## src/rtl/gb_serial_pkg.sv

```systemverilog
// Shared definitions for the Game Boy serial link port: register addresses,
// the transfer state encoding and the SC read-back format.
package gb_serial_pkg;

  localparam logic [15:0] ADDR_SB = 16'hFF01;
  localparam logic [15:0] ADDR_SC = 16'hFF02;

  // Bit position of the serial request in the interrupt flag register.
  localparam int unsigned IRQ_SERIAL_BIT = 3;

  typedef enum logic [1:0] {
    SER_IDLE,
    SER_XFER_INT,
    SER_XFER_EXT
  } ser_state_t;

  // SC reads back with the unimplemented bits set.
  function automatic logic [7:0] sc_read(input logic sc7, input logic sc0);
    return {sc7, 6'b111111, sc0};
  endfunction

endpackage

```

## src/rtl/gb_serial_clkgen.sv

```systemverilog
// Serial bit timing: internal divider for the local clock and a synchronizer
// with edge detect for the externally supplied clock.
module gb_serial_clkgen #(
  parameter int unsigned BIT_PERIOD = 128
) (
  input  logic clk,
  input  logic reset,
  input  logic i_int_en,
  input  logic i_ext_en,
  input  logic i_restart,
  input  logic sclk_i,
  output logic o_fall_strobe,
  output logic o_rise_strobe,
  output logic o_sclk
);

  localparam int unsigned DivW = $clog2(BIT_PERIOD);
  localparam logic [DivW-1:0] DivLast = DivW'(BIT_PERIOD - 1);
  localparam logic [DivW-1:0] DivHalf = DivW'(BIT_PERIOD / 2 - 1);

  if ((BIT_PERIOD < 4) || (BIT_PERIOD % 2 != 0)) begin : g_bad_period
    $error("BIT_PERIOD must be even and at least 4");
  end

  logic [DivW-1:0] r_div;
  // [0] first sync flop, [1] synchronized level, [2] previous synchronized level
  logic [2:0]      r_sync;
  logic            w_ext_rise;
  logic            w_ext_fall;

  // Divider runs only while an internal-clock transfer is active; a start clears it.
  always_ff @(posedge clk) begin
    if (!reset) begin
      r_div <= '0;
    end else if (i_restart || !i_int_en || (r_div == DivLast)) begin
      r_div <= '0;
    end else begin
      r_div <= r_div + 1'b1;
    end
  end

  // External clock synchronizer; idles high so no edge is seen out of reset.
  always_ff @(posedge clk) begin
    if (!reset) begin
      r_sync <= 3'b111;
    end else begin
      r_sync <= {r_sync[1:0], sclk_i};
    end
  end

  assign w_ext_rise = r_sync[1] & ~r_sync[2];
  assign w_ext_fall = ~r_sync[1] & r_sync[2];

  // Internal mode: fall marks the bit boundary, rise marks the half-period sample point.
  always_comb begin
    o_fall_strobe = 1'b0;
    o_rise_strobe = 1'b0;
    if (i_int_en) begin
      o_fall_strobe = (r_div == DivLast);
      o_rise_strobe = (r_div == DivHalf);
    end else if (i_ext_en) begin
      o_fall_strobe = w_ext_fall;
      o_rise_strobe = w_ext_rise;
    end
  end

  // Low for the first half of each internal bit, otherwise parked high.
  assign o_sclk = ~i_int_en | (r_div > DivHalf);

endmodule

```

## src/rtl/gb_serial.sv

```systemverilog
// Game Boy serial link port: SB/SC register decode, MSB-first byte shifter,
// transfer-complete interrupt pulse and a transmitted-byte log strobe.
module gb_serial
  import gb_serial_pkg::*;
#(
  parameter int unsigned BIT_PERIOD = 128
) (
  input  logic        clk,
  input  logic        reset,
  input  logic [7:0]  data_i,
  input  logic [15:0] addr,
  input  logic        wren,
  output logic [7:0]  data_o,
  output logic        irq_serial,
  output logic        sout,
  input  logic        sin,
  output logic        sclk_o,
  input  logic        sclk_i,
  output logic [7:0]  tx_byte,
  output logic        tx_valid
);

  ser_state_t r_state;
  logic [7:0] r_sb;
  logic       r_sc7;
  logic       r_sc0;
  logic [2:0] r_cnt;
  logic       r_sout;
  logic       r_irq;
  logic [7:0] r_tx_byte;

  logic w_sb_wr;
  logic w_sc_wr;
  logic w_restart;
  logic w_int_en;
  logic w_ext_en;
  logic w_fall;
  logic w_rise;
  logic w_done;

  assign w_sb_wr   = wren && (addr == ADDR_SB);
  assign w_sc_wr   = wren && (addr == ADDR_SC);
  assign w_restart = w_sc_wr && data_i[7];
  assign w_int_en  = (r_state == SER_XFER_INT);
  assign w_ext_en  = (r_state == SER_XFER_EXT);

  gb_serial_clkgen #(
    .BIT_PERIOD(BIT_PERIOD)
  ) u_clkgen (
    .clk          (clk),
    .reset        (reset),
    .i_int_en     (w_int_en),
    .i_ext_en     (w_ext_en),
    .i_restart    (w_restart),
    .sclk_i       (sclk_i),
    .o_fall_strobe(w_fall),
    .o_rise_strobe(w_rise),
    .o_sclk       (sclk_o)
  );

  // Internal mode finishes at the end of bit 7; external at the 8th sampling edge.
  assign w_done = (r_cnt == 3'd7) && ((w_int_en && w_fall) || (w_ext_en && w_rise));

  // Transfer FSM, shifter and registered outputs; an SC write outranks everything else.
  always_ff @(posedge clk) begin
    if (!reset) begin
      r_state   <= SER_IDLE;
      r_sb      <= 8'h00;
      r_sc7     <= 1'b0;
      r_sc0     <= 1'b0;
      r_cnt     <= 3'd0;
      r_sout    <= 1'b1;
      r_irq     <= 1'b0;
      r_tx_byte <= 8'h00;
    end else begin
      r_irq <= 1'b0;
      if (w_sc_wr) begin
        r_sc7 <= data_i[7];
        r_sc0 <= data_i[0];
        if (data_i[7]) begin
          r_cnt     <= 3'd0;
          r_tx_byte <= r_sb;
          if (data_i[0]) begin
            r_state <= SER_XFER_INT;
            r_sout  <= r_sb[7];
          end else begin
            r_state <= SER_XFER_EXT;
            r_sout  <= 1'b1;
          end
        end else if (r_state != SER_IDLE) begin
          // Abort keeps the partially shifted SB.
          r_state <= SER_IDLE;
          r_sout  <= 1'b1;
          r_cnt   <= 3'd0;
        end
      end else begin
        if (w_sb_wr && (r_state == SER_IDLE)) begin
          r_sb <= data_i;
        end
        unique case (r_state)
          SER_XFER_INT: begin
            if (w_rise) begin
              r_sb <= {r_sb[6:0], sin};
            end
            if (w_fall) begin
              r_cnt  <= r_cnt + 3'd1;
              r_sout <= r_sb[7];
            end
          end
          SER_XFER_EXT: begin
            if (w_fall) begin
              r_sout <= r_sb[7];
            end
            if (w_rise) begin
              r_sb  <= {r_sb[6:0], sin};
              r_cnt <= r_cnt + 3'd1;
            end
          end
          default: ;
        endcase
        if (w_done) begin
          r_state <= SER_IDLE;
          r_sc7   <= 1'b0;
          r_cnt   <= 3'd0;
          r_sout  <= 1'b1;
          r_irq   <= 1'b1;
        end
      end
    end
  end

  // Register read mux; unmapped addresses float high like an open bus.
  always_comb begin
    data_o = 8'hFF;
    if (addr == ADDR_SB) begin
      data_o = r_sb;
    end else if (addr == ADDR_SC) begin
      data_o = sc_read(r_sc7, r_sc0);
    end
  end

  assign irq_serial = r_irq;
  assign tx_valid   = r_irq;
  assign tx_byte    = r_tx_byte;
  assign sout       = r_sout;

endmodule

```

## config.mk

```make
export PLATFORM = sky130hd
export DESIGN_NAME = gb_serial
export DESIGN_NICKNAME = d
export VERILOG_FILES = /design/src/rtl/gb_serial_pkg.sv /design/src/rtl/gb_serial_clkgen.sv /design/src/rtl/gb_serial.sv
export SDC_FILE = /design/constraint.sdc
export NUM_CORES = 1
export LEC_CHECK = 0
export CAP_MARGIN = 20
export CORE_AREA = 2 2 106 57
export CTS_BUF_LIST = sky130_fd_sc_hd__clkbuf_16
export CTS_CLUSTER_DIAMETER = 80
export DETAILED_ROUTE_END_ITERATION = 8
export DIE_AREA = 0 0 108 59
export PLACE_DENSITY = 0.57
export SYNTH_ARGS = -nofsm -noshare
export SYNTH_HDL_FRONTEND = slang
export SYNTH_SLANG_ARGS = --single-unit
```

## constraint.sdc

```tcl
create_clock -name clk -period 2.95 [get_ports clk]
set_input_delay 0.59 -clock clk [delete_from_list [all_inputs] [get_ports clk]]
set_output_delay 0.59 -clock clk [all_outputs]
set_load 0.03 [all_outputs]
```

# [Yosys cells after proc, flatten, opt, wreduce, memory -nomap -nowiden]
# Index checks and enable logic that the tools add are counted.
[word_totals] reg_bits=35 input_bits=29
[classes] n_addsub=2 order_cmp=1 n_eq_ne=10 n_mux=31 bitwise=7 n_reduce_logical=24
[ops] operator="$mux W8" n=5
[ops] operator="$eq A16 B16 Y1 const B" n=2
[ops] operator="$mux W3" n=6
[ops] operator="$mux W1" n=14
[ops] operator="$mux W2" n=5
[ops] operator="$add A7 B1 Y7 const B" n=1
[ops] operator="$eq A7 B6 Y1 const B" n=1
[ops] operator="$eq A7 B7 Y1 const B" n=1
[ops] operator="$gt A7 B6 Y1 const B" n=1
[ops] operator="$logic_and A1 B1 Y1" n=7
[ops] operator="$pmux W3 S2" n=1
[ops] operator="$reduce_bool A3 Y1" n=2
[ops] operator="$reduce_or A2 Y1" n=3
[ops] operator="$ne A4 B2 Y1 const B" n=1
[ops] operator="$ne A4 B4 Y1 const B" n=1
[ops] operator="$not A1 Y1" n=4
[ops] operator="$reduce_and A2 Y1" n=2
[ops] operator="$reduce_and A4 Y1" n=1
[ops] operator="$reduce_bool A2 Y1" n=2
[ops] operator="$reduce_bool A4 Y1" n=1
[ops] operator="$add A3 B1 Y3 const B" n=1
[ops] operator="$eq A3 B3 Y1 const B" n=1
[ops] operator="$logic_or A1 B1 Y1" n=3
[ops] operator="$ne A3 B2 Y1 const B" n=1
[ops] operator="other kinds (7)" n=8

# [Logic depth before layout (Yosys ltp)]
# Gate-level depths: netlist of the first run.
[logic_depth] word_depth=9 ltp_mapped=9

# [Hierarchy]
# A second synthesis of the first run with hierarchy kept.
[hier_totals] cells_unflattened=191 hier_area_um2=1694.1
[modules_own_cells] mod="gb_serial" instances=1 cells_per_inst=144 area_each_um2=1275.0 seq_area_each_um2=500.5
[modules_own_cells] mod="gb_serial_clkgen" instances=1 cells_per_inst=47 area_each_um2=419.2 seq_area_each_um2=200.2

# [Least setup slack after synthesis of the first run]
# Ideal clock, no wire load.
[synth_path] path_kind="in2out" startpoint="in addr[4]" endpoint="out data_o[1]" t_arrival_ps=1859 path_slack_ps=501 stages=4 cell_sequence="or4_4 nor4_4 nand3b_1 or2_2"
[synth_between] elab_chain_cells=2
[synth_lines] item="from (decl)" line_no="gb_serial.sv:11" text="input logic [15:0] addr,"
[synth_lines] item="$eq A16 B16 Y1" line_no="gb_serial.sv:135" text="if (addr == ADDR_SB) begin"
[synth_lines] item="$mux W8" line_no="gb_serial.sv:135"
[synth_lines] item="to (decl)" line_no="gb_serial.sv:13" text="output logic [7:0] data_o,"
# Every way passes these cells.

# [Worst setup path after layout of the first run]
[layout_path] startpoint="in addr[5]" endpoint="out data_o[6]"
# The elaborated chain is that of the path after synthesis.

==> results.cfg, run 1 <==
[clock_network]
clock_network_latency_to_the_later_pin_of_the_worst_skew_pair_ns = 0.28
cts_root_buf = clkbuf_16
cts_tree = done
ctsHtreeMaxLevel = 2
clk_pin_slew_ns = 0.05
holdBufCountCts = 0
clock_sinks = 35
maximum_root_to_sink_buffer_count = 2
cts_made_buffers = 5

[power]
clock_power_share_pct = 52.1
power_density_nw_per_um2 = 437
seq_power_share_pct = 41.7
power.switching_fraction_pct = 19.6
max-vdd-ir-drop_mv = 0.222
switchingPower_mw = 0.223
p_leak_nw = 0.911
cellInternalPower_mw = 0.916
combPwrFrac_pct = 6.2

[sta]
period_share_pct = 97.0
final.min_clock_period_ns = 2.86
clock.fmax_mhz = 350
grt_setup_unrepaired = no
final.hold.worst_slack_ns = 0.409
worst_clock_skew_ns = 0.00457
timing.final.hold_violations = 0
slew_headroom_pct = 55.3
final-setup-viol-count = 0
worst_pin_slew_ns = 0.666
slew_limit_fails = 0

[synth]
synth.top_cells.by_area = dfxtp_1 (38%), nand2_1 (4.5%), ha_1 (4.1%)
syn-cell-area_um2 = 1820
post-synth-top-area-fraction_pct = 38.4
yosysWarnings = 0
synth_top_family_by_area = simple AND/OR/NAND/NOR gates
synth.net_count = 246
syn_area_per_cell_um2 = 8.65
synth_xor_xnor_area_share_pct = 1.92
post_synth_edffs = 0
synth_compound_gate_area_share_pct = 19.8
synth_mux_area_share_pct = 1.10
syn_inst = 211
post_synth_most_frequent_cells = dfxtp_1 (35), nand2_1 (22), nor2_1 (19), nand3_1 (14), o21ai_0 (11)
yosys_most_used_dff = dfxtp_1
synth_seq_area_share_pct = 38.4
post_synth_simple_gate_area_pct = 30.9
yosys.area_share.adder_pct = 4.12
synth-seq-cells = 35
post-synth-top-count-cell = dfxtp_1
synth_largest_area_cell = dfxtp_1
synthDistinctLibCells = 45
synthArstFlopShare_pct = 0

[setup_path]
rr_worst_depth = 9
cp_data_arrival_time_ns = 2.27
worst_path_largest_cell_delay_ns = 0.39
critical_path.slowest_cell = clkdlybuf4s50_1
classification_of_the_worst_setup_path = input port to output pin
cpMostUsedCell = or2_4
worstPathMaxFanout = 6
critical_path.startpoint_type = input port
cp_top_family = simple AND/OR/NAND/NOR gates
worstPathRequired_ns = 2.36
path_cells = clkdlybuf4s50_1, or2_4, nor4_4, nand3b_1, or2_4, buf_2
worst-path-stages = 6
worst_setup_path_end_kind = output pin
worstPathBufferInverterCount = 2

[die]
pin_count = 49
placeable_area_um2 = 5350
fp.dieH_um = 59
initial_core_util_pct = 34.1
dieArea_um2 = 6370
floorplan.die.width_um = 108
rows = 19

[global_routing]
grt_first_pass_wirelength_um = 7830
track_usage_pct = 15.7
number_of_global_route_vias_before_repair = 1712
grt_max_degree = 22
grt.overflow.total = 0
number_of_antenna_violations_at_the_first_check_in_global_routing = 0

[min_path]
whs_path_depth = 1
timing.hold.worst.class = flop to flop

[placed_design]
numPortBuffers = 48
placed_cells = 334
hpwl_um = 3570
gp_routability_congestion = 0.795

[final_layout]
postLayoutCoreUtil_pct = 48.7
stdcell_count = 343
fillerInstances = 521
design.final.nets = 304
num_antenna_cells = 0
post_route_cells_drive_above_1_share_pct = 14.4
synthToLayoutAreaGrowth_pct = 42.9

[route]
drt-vias-per-instance = 5.03
detail_route.first_pass.iterations = 4
routed-via-count = 1727
routed_wl_um = 4670
drt_drc_violations_left = 0
wire_per_inst_um = 13.6
detailedRoute.firstIterationViolations = 42
antenna_violating_nets_post_route = 0

[status]
run_status = finished clean

[run]
count_of_max_cap_constraint_violations = 0
path summary, 6_finish.rpt:
kind	startpoint	endpoint	slack, ns
setup reg to reg	r_state[1]$_SDFFE_PN0P_	r_sb[5]$_SDFFE_PN0N_	0.78
hold reg to reg	u_clkgen.r_sync[0]$_SDFF_PN1_	u_clkgen.r_sync[1]$_SDFF_PN1_	0.41
hold / removal	u_clkgen.r_sync[0]$_SDFF_PN1_	u_clkgen.r_sync[1]$_SDFF_PN1_	0.41
setup / recovery	addr[5]	data_o[6]	0.09
power groups by stage:
stage | Clock [mW] | Sequential (mW) | Combinational (mW)
6_report | 0.593 | 0.475 | 0.0706
2_1_floorplan | 0 | 0.485 | 0.0221
5_1_grt | 0.634 | 0.475 | 0.0763
3_5_place_dp | 0 | 0.485 | 0.0715
4_1_cts | 0.607 | 0.475 | 0.0705
3_3_place_gp | 0 | 0.485 | 0.0703
repair_timing:
item / 4_1_cts / 5_1_grt
gates resized for setup: 49 / 7
setup buffers: 0 / 1
setup endpoints to repair: 8 / 6
pin swaps: 5 / 5
metrics by stage:
step	setup slack, ns	total power [mW]	instance area, um^2	setup TNS (ns)
finish	0.0888	1.14	2610	0
global route	0.00203	1.19	2610	0
CTS	-0.0162	1.15	2580	-0.0301
detailed placement	-0.515	0.557	2420	-3.41
global placement	-0.516	0.556	2420	-3.42
floorplan	0.501	0.507	1820	0
state kept, by name, indices dropped and copies added (netlist names):
signal / count
r_sc0: 1
r_state: 2
r_sb: 8
r_sc7: 1
sout: 1
r_cnt: 3
tx_byte: 8
irq_serial: 1
u_clkgen.r_sync: 3
u_clkgen.r_div: 7
worst reg2reg max path, cell delays in order (launching register included):
cell and delay [ns]:
dfxtp_1 0.33, inv_1 0.08, ha_1 0.29, nand3_1 0.18, nor3b_1 0.29, o21a_1 0.38, nor2_1 0.10, buf_4 0.16
a22oi_1 0.15, o2bb2ai_1 0.09
kinds of logic after synthesis:
logic type / after synthesis
flops: 35
compound gates: 51
simple gates: 101
buf+inv: 12
fa+ha+maj: 6
xor+xnor: 4
mux: 2
layout make-up:
class,instances,area [um^2],area share (%)
clock inverters,3,43.8,1.68
well taps,73,91.3,3.50
inverters,3,11.3,0.432
flip-flops and latches,35,701,26.9
multi-input cells,164,1070,41.1
clock buffers,5,125,4.80
repair buffers,60,563,21.6
layout by cell type (no fill, tap or decap), types with 5 or more instances in the layout:
| cell type | Yosys | final |
|---|---|---|
| nand4_1 | 5 | 5 |
| o22ai_1 | 5 | 5 |
| or2_4 | 0 | 7 |
| nand3_1 | 14 | 14 |
| clkbuf_16 | 0 | 5 |
| a22oi_1 | 8 | 8 |
| buf_4 | 2 | 13 |
| dfxtp_1 | 35 | 35 |
| a21boi_0 | 9 | 9 |
| nand2b_1 | 9 | 9 |
| nand2_1 | 22 | 22 |
| clkdlybuf4s50_1 | 0 | 36 |
| o21ai_0 | 11 | 11 |
| o2bb2ai_1 | 8 | 8 |
| ha_1 | 6 | 6 |
| nor2_1 | 19 | 19 |
layer usage:
| layer | global-route usage (%) | routed length (um) | share of wire (%) | vias up |
|---|---|---|---|---|
| met5 | 0 | 0 | 0 | - |
| met4 | 4.95 | 48 | 1.0 | 0 |
| met3 | 3.41 | 138 | 3.0 | 5 |
| met2 | 27.3 | 2260 | 48 | 21 |
| met1 | 19.7 | 2220 | 48 | 822 |
| li1 | - | - | - | 879 |
Note: power is estimated with default switching activity, not from simulation.
==> inputs of run 2 (changes only) <==
SKIP_CTS_REPAIR_TIMING = 1   (was default)
==> run 2 against run 1 <==
Effect of this change: cell area is 0.82% lower; setup slack lost 0.035 ns; critical path depth did not move; clock power hardly changed; via count is 0.81% lower; maximum frequency shrank 1.2%; clock-buffer cell count unchanged; critical path type unchanged; largest cell class unchanged.
==> results.cfg, run 2 (synthesis results as in run 1) <==
[global_routing]
number_of_global_route_vias_before_repair = 1720
grt.overflow.total = 0
grt_max_degree = 22
grt_first_pass_wirelength_um = 7850
track_usage_pct = 15.7
number_of_antenna_violations_at_the_first_check_in_global_routing = 0

[final_layout]
num_antenna_cells = 0
layout_commonest_cell = clkdlybuf4s50_1
design.final.nets = 303
fin_area_um2 = 2580
fillerInstances = 518
post_route_cells_drive_above_1_share_pct = 14.1
synthToLayoutAreaGrowth_pct = 41.7
most-common-layout-cells = clkdlybuf4s50_1 (36), dfxtp_1 (35), nand2_1 (22), nor2_1 (19), nand3_1 (14)

[die]
placeable_area_um2 = 5350
rows = 19
fp.dieH_um = 59
initial_core_util_pct = 34.1
pin_count = 49
floorplan.die.width_um = 108
dieArea_um2 = 6370

[setup_path]
path_cells = dlymetal6s2s_1, or4_4, nor4_4, nand3b_1, or2_2, buf_2
cp_top_family = simple AND/OR/NAND/NOR gates
worstPathRequired_ns = 2.36
critical_path.startpoint_type = input port
worst_setup_path_end_kind = output pin
worstPathBufferInverterCount = 2
worstPathMaxFanout = 6
cp_data_arrival_time_ns = 2.31
worst_path_largest_cell_delay_ns = 0.55
critical_path.slowest_cell = or4_4
classification_of_the_worst_setup_path = input port to output pin

[clock_network]
cts_made_buffers = 5
cts_root_buf = clkbuf_16
clock_sinks = 35
ctsHtreeMaxLevel = 2
clk_pin_slew_ns = 0.05
clock_network_latency_to_the_later_pin_of_the_worst_skew_pair_ns = 0.28
maximum_root_to_sink_buffer_count = 2
cts_tree = done

[sta]
worst_clock_skew_ns = 0.00497
slew_limit_fails = 0
grt_setup_unrepaired = yes
timing.final.hold_violations = 0
final-setup-viol-count = 0
final.min_clock_period_ns = 2.90
period_share_pct = 98.2
worst_pin_slew_ns = 0.663
slew_headroom_pct = 55.5
final.hold.worst_slack_ns = 0.409
layout_setup_ws_ns = 0.0539
clock.fmax_mhz = 345

[power]
power_density_nw_per_um2 = 441
seq_power_share_pct = 41.7
max-vdd-ir-drop_mv = 0.222
combPwrFrac_pct = 6.2
p_leak_nw = 0.923
clock_power_share_pct = 52.0
switchingPower_mw = 0.222
cellInternalPower_mw = 0.916
power.switching_fraction_pct = 19.5

[placed_design]
hpwl_um = 3570
detailedPlace.worstSlack_ns = -0.515
numPortBuffers = 48
gp_routability_congestion = 0.795
placement.cell_area_um2 = 2420

[route]
routed_wl_um = 4680
routed-via-count = 1713
antenna_violating_nets_post_route = 0
drt_drc_violations_left = 0
drt-vias-per-instance = 5.01
detail_route.first_pass.iterations = 4
wire_per_inst_um = 13.7
detailedRoute.firstIterationViolations = 53

[run]
count_of_max_cap_constraint_violations = 0

[min_path]
timing.hold.worst.class = flop to flop

[status]
run_status = finished clean
[run 2: worst paths after layout]
check / cells after the start / slack [ns] / to / start
hold / removal: 1 / 0.41 / u_clkgen.r_sync[1]$_SDFF_PN1_ / u_clkgen.r_sync[0]$_SDFF_PN1_
setup reg to reg: 9 / 0.79 / r_sb[5]$_SDFFE_PN0N_ / r_state[1]$_SDFFE_PN0P_
setup / recovery: 6 / 0.05 / data_o[4] / addr[3]
hold reg to reg: 1 / 0.41 / u_clkgen.r_sync[1]$_SDFF_PN1_ / u_clkgen.r_sync[0]$_SDFF_PN1_
[run 2: cell type report]
class	count	area (um^2)	area share, %
Tap cell	73	91.3	3.53
Multi-Input combinational cell	164	1060	40.9
Inverter	3	11.3	0.436
Sequential cell	35	701	27.1
Clock inverter	3	43.8	1.69
Timing Repair Buffer	59	554	21.4
Clock buffer	5	125	4.84
[run 2: through the flow]
step	power (mW)	cells	TNS [ns]	util (%)
2_1_floorplan	0.507	211	0	-
3_3_place_gp	0.556	334	-3.42	45.2
3_5_place_dp	0.557	334	-3.41	45.2
4_1_cts	1.15	342	-3.49	48.4
5_1_grt	1.19	342	-0.222	48.3
6_report	1.14	342	0	48.3
[run 2: worst register-to-register path, cell delays in order (launching register included)]
cell and delay (ns):
dfxtp_1 0.33, inv_1 0.08, ha_1 0.29, nand3_1 0.17, nor3b_1 0.28, o21a_1 0.38, nor2_1 0.11, buf_4 0.16
a22oi_1 0.15, o2bb2ai_1 0.09
[run 2: layer usage]
layer / track usage [%] / up-vias / wire [um]
met5: 0 / - / 0
met3: 3.41 / 5 / 119
li1: - / 875 / -
met2: 27.3 / 21 / 2260
met4: 4.95 / 0 / 36
met1: 19.8 / 812 / 2260
[run 2: power groups by stage]
stage,registers [mW],logic (mW),clock network (mW)
2_1_floorplan,0.485,0.0221,0
3_3_place_gp,0.485,0.0703,0
3_5_place_dp,0.485,0.0715,0
4_1_cts,0.475,0.0721,0.607
5_1_grt,0.475,0.0767,0.634
6_report,0.475,0.0710,0.593
==> inputs of run 3 (changes only) <==
clock period = 3 ns   (was 2.95 ns; I/O delays follow)
==> run 3 against run 2 <==
Effect of this change: hold slack gained 0.011 ns; register-to-register slack is essentially flat; critical path depth is the same; non-clock buffer count shrank 1; utilization shrank 0.14 points; first-iteration DRC count grew 28%; sequential cell count is the same; wire length shrank 2.8%; sequential power shrank 2%; critical path type unchanged; largest power group unchanged.
==> results.cfg, run 3 (synthesis results as in run 1) <==
[final_layout]
postLayoutCoreUtil_pct = 48.2
num_antenna_cells = 0
stdcell_count = 341
synthToLayoutAreaGrowth_pct = 41.3
post_route_cells_drive_above_1_share_pct = 13.8
fillerInstances = 532
fin_area_um2 = 2580
most-common-layout-cells = clkdlybuf4s50_1 (36), dfxtp_1 (35), nand2_1 (22), nor2_1 (19), nand3_1 (14)
design.final.nets = 302
layout_commonest_cell = clkdlybuf4s50_1

[sta]
totalNegativeSetupSlack_ns = 0
worst_pin_slew_ns = 0.701
worst_clock_skew_ns = 0.00350
layout_setup_ws_ns = 0.0474
slew_headroom_pct = 52.9
clock.fmax_mhz = 339
final.hold.worst_slack_ns = 0.420
timing.final.hold_violations = 0
final.min_clock_period_ns = 2.95
final-setup-viol-count = 0
slew_limit_fails = 0
grt_setup_unrepaired = yes
period_share_pct = 98.4

[clock_network]
maximum_root_to_sink_buffer_count = 2
clk_pin_slew_ns = 0.06
cts_root_buf = clkbuf_16
cts_tree = done
clock_network_latency_to_the_later_pin_of_the_worst_skew_pair_ns = 0.27
ctsHtreeMaxLevel = 2
clock_sinks = 35
cts_made_buffers = 5

[setup_path]
classification_of_the_worst_setup_path = input port to output pin
worstPathBufferInverterCount = 2
cp_data_arrival_time_ns = 2.35
worstPathMaxFanout = 6
worst_path_largest_cell_delay_ns = 0.55
critical_path.startpoint_type = input port
worstPathRequired_ns = 2.40
critical_path.slowest_cell = or4_4
cp_top_family = simple AND/OR/NAND/NOR gates
worst_setup_path_end_kind = output pin
path_cells = dlymetal6s2s_1, or4_4, nor4_4, nand3b_1, or2_2, buf_2

[placed_design]
numPortBuffers = 48
placed_cells = 333
detailedPlace.worstSlack_ns = -0.488
placement.cell_area_um2 = 2410
gp_routability_congestion = 0.778
hpwl_um = 3490

[die]
dieArea_um2 = 6370
pin_count = 49
fp.dieH_um = 59
rows = 19
initial_core_util_pct = 34.1
floorplan.die.width_um = 108
placeable_area_um2 = 5350

[power]
p_leak_nw = 0.918
total_power_mw = 1.12
max-vdd-ir-drop_mv = 0.226
power_density_nw_per_um2 = 436

[route]
detail_route.first_pass.iterations = 4
routed-via-count = 1715
antenna_violating_nets_post_route = 0
drt_drc_violations_left = 0
routed_wl_um = 4550
wire_per_inst_um = 13.3
detailedRoute.firstIterationViolations = 68
drt-vias-per-instance = 5.03

[global_routing]
grt_max_degree = 22
grt_first_pass_wirelength_um = 7720
track_usage_pct = 15.3
grt.overflow.total = 0
number_of_antenna_violations_at_the_first_check_in_global_routing = 0
number_of_global_route_vias_before_repair = 1692
grt-busiest-layer = met2
global_route.usage.met3_pct = 4.07
global_route.usage.met1_pct = 19.5
met2_layer_usage_reported_by_global_route_pct = 26.1

[status]
run_status = finished clean

[run]
count_of_max_cap_constraint_violations = 0

[min_path]
timing.hold.worst.class = flop to flop
## run 3: cell types whose count changed in the layout (fill, tap and decap cells not counted)
cell   change
buf_4      -1
## run 3: final timing paths
| check | startpoint | to | slack [ns] | cells after the start |
|---|---|---|---|---|
| worst max-delay path | addr[2] | data_o[4] | 0.05 | 6 |
| worst min-delay path | u_clkgen.r_sync[0]$_SDFF_PN1_ | u_clkgen.r_sync[1]$_SDFF_PN1_ | 0.42 | 1 |
| worst max register to register | r_state[1]$_SDFFE_PN0P_ | r_sb[6]$_SDFFE_PN0N_ | 0.80 | 9 |
| worst min register to register | u_clkgen.r_sync[0]$_SDFF_PN1_ | u_clkgen.r_sync[1]$_SDFF_PN1_ | 0.42 | 1 |
## run 3: per-layer routing
| metal | part of all wire, % | routed length (um) | up-vias |
|---|---|---|---|
| li1 | - | - | 875 |
| met1 | 49 | 2250 | 813 |
| met2 | 47 | 2120 | 21 |
| met3 | 3.1 | 141 | 6 |
| met4 | 0.86 | 39 | 0 |
| met5 | 0 | 0 | - |
## run 3: final cells by class
type | count | area, um^2 | share of cell area, %
repair buffers | 58 | 547 | 21.2
multi-input cells | 164 | 1060 | 41.1
well taps | 73 | 91.3 | 3.54
clock inverters | 3 | 43.8 | 1.70
inverters | 3 | 11.3 | 0.437
clock buffers | 5 | 125 | 4.85
flip-flops and latches | 35 | 701 | 27.2
## run 3: power by group
| group | leakage [nW] | switching (mW) | internal [mW] |
|---|---|---|---|
| logic | 0.552 | 0.0254 | 0.0426 |
| clock network | 0.0838 | 0.198 | 0.391 |
| registers | 0.282 | 0.000658 | 0.466 |
| total | 0.918 | 0.224 | 0.900 |
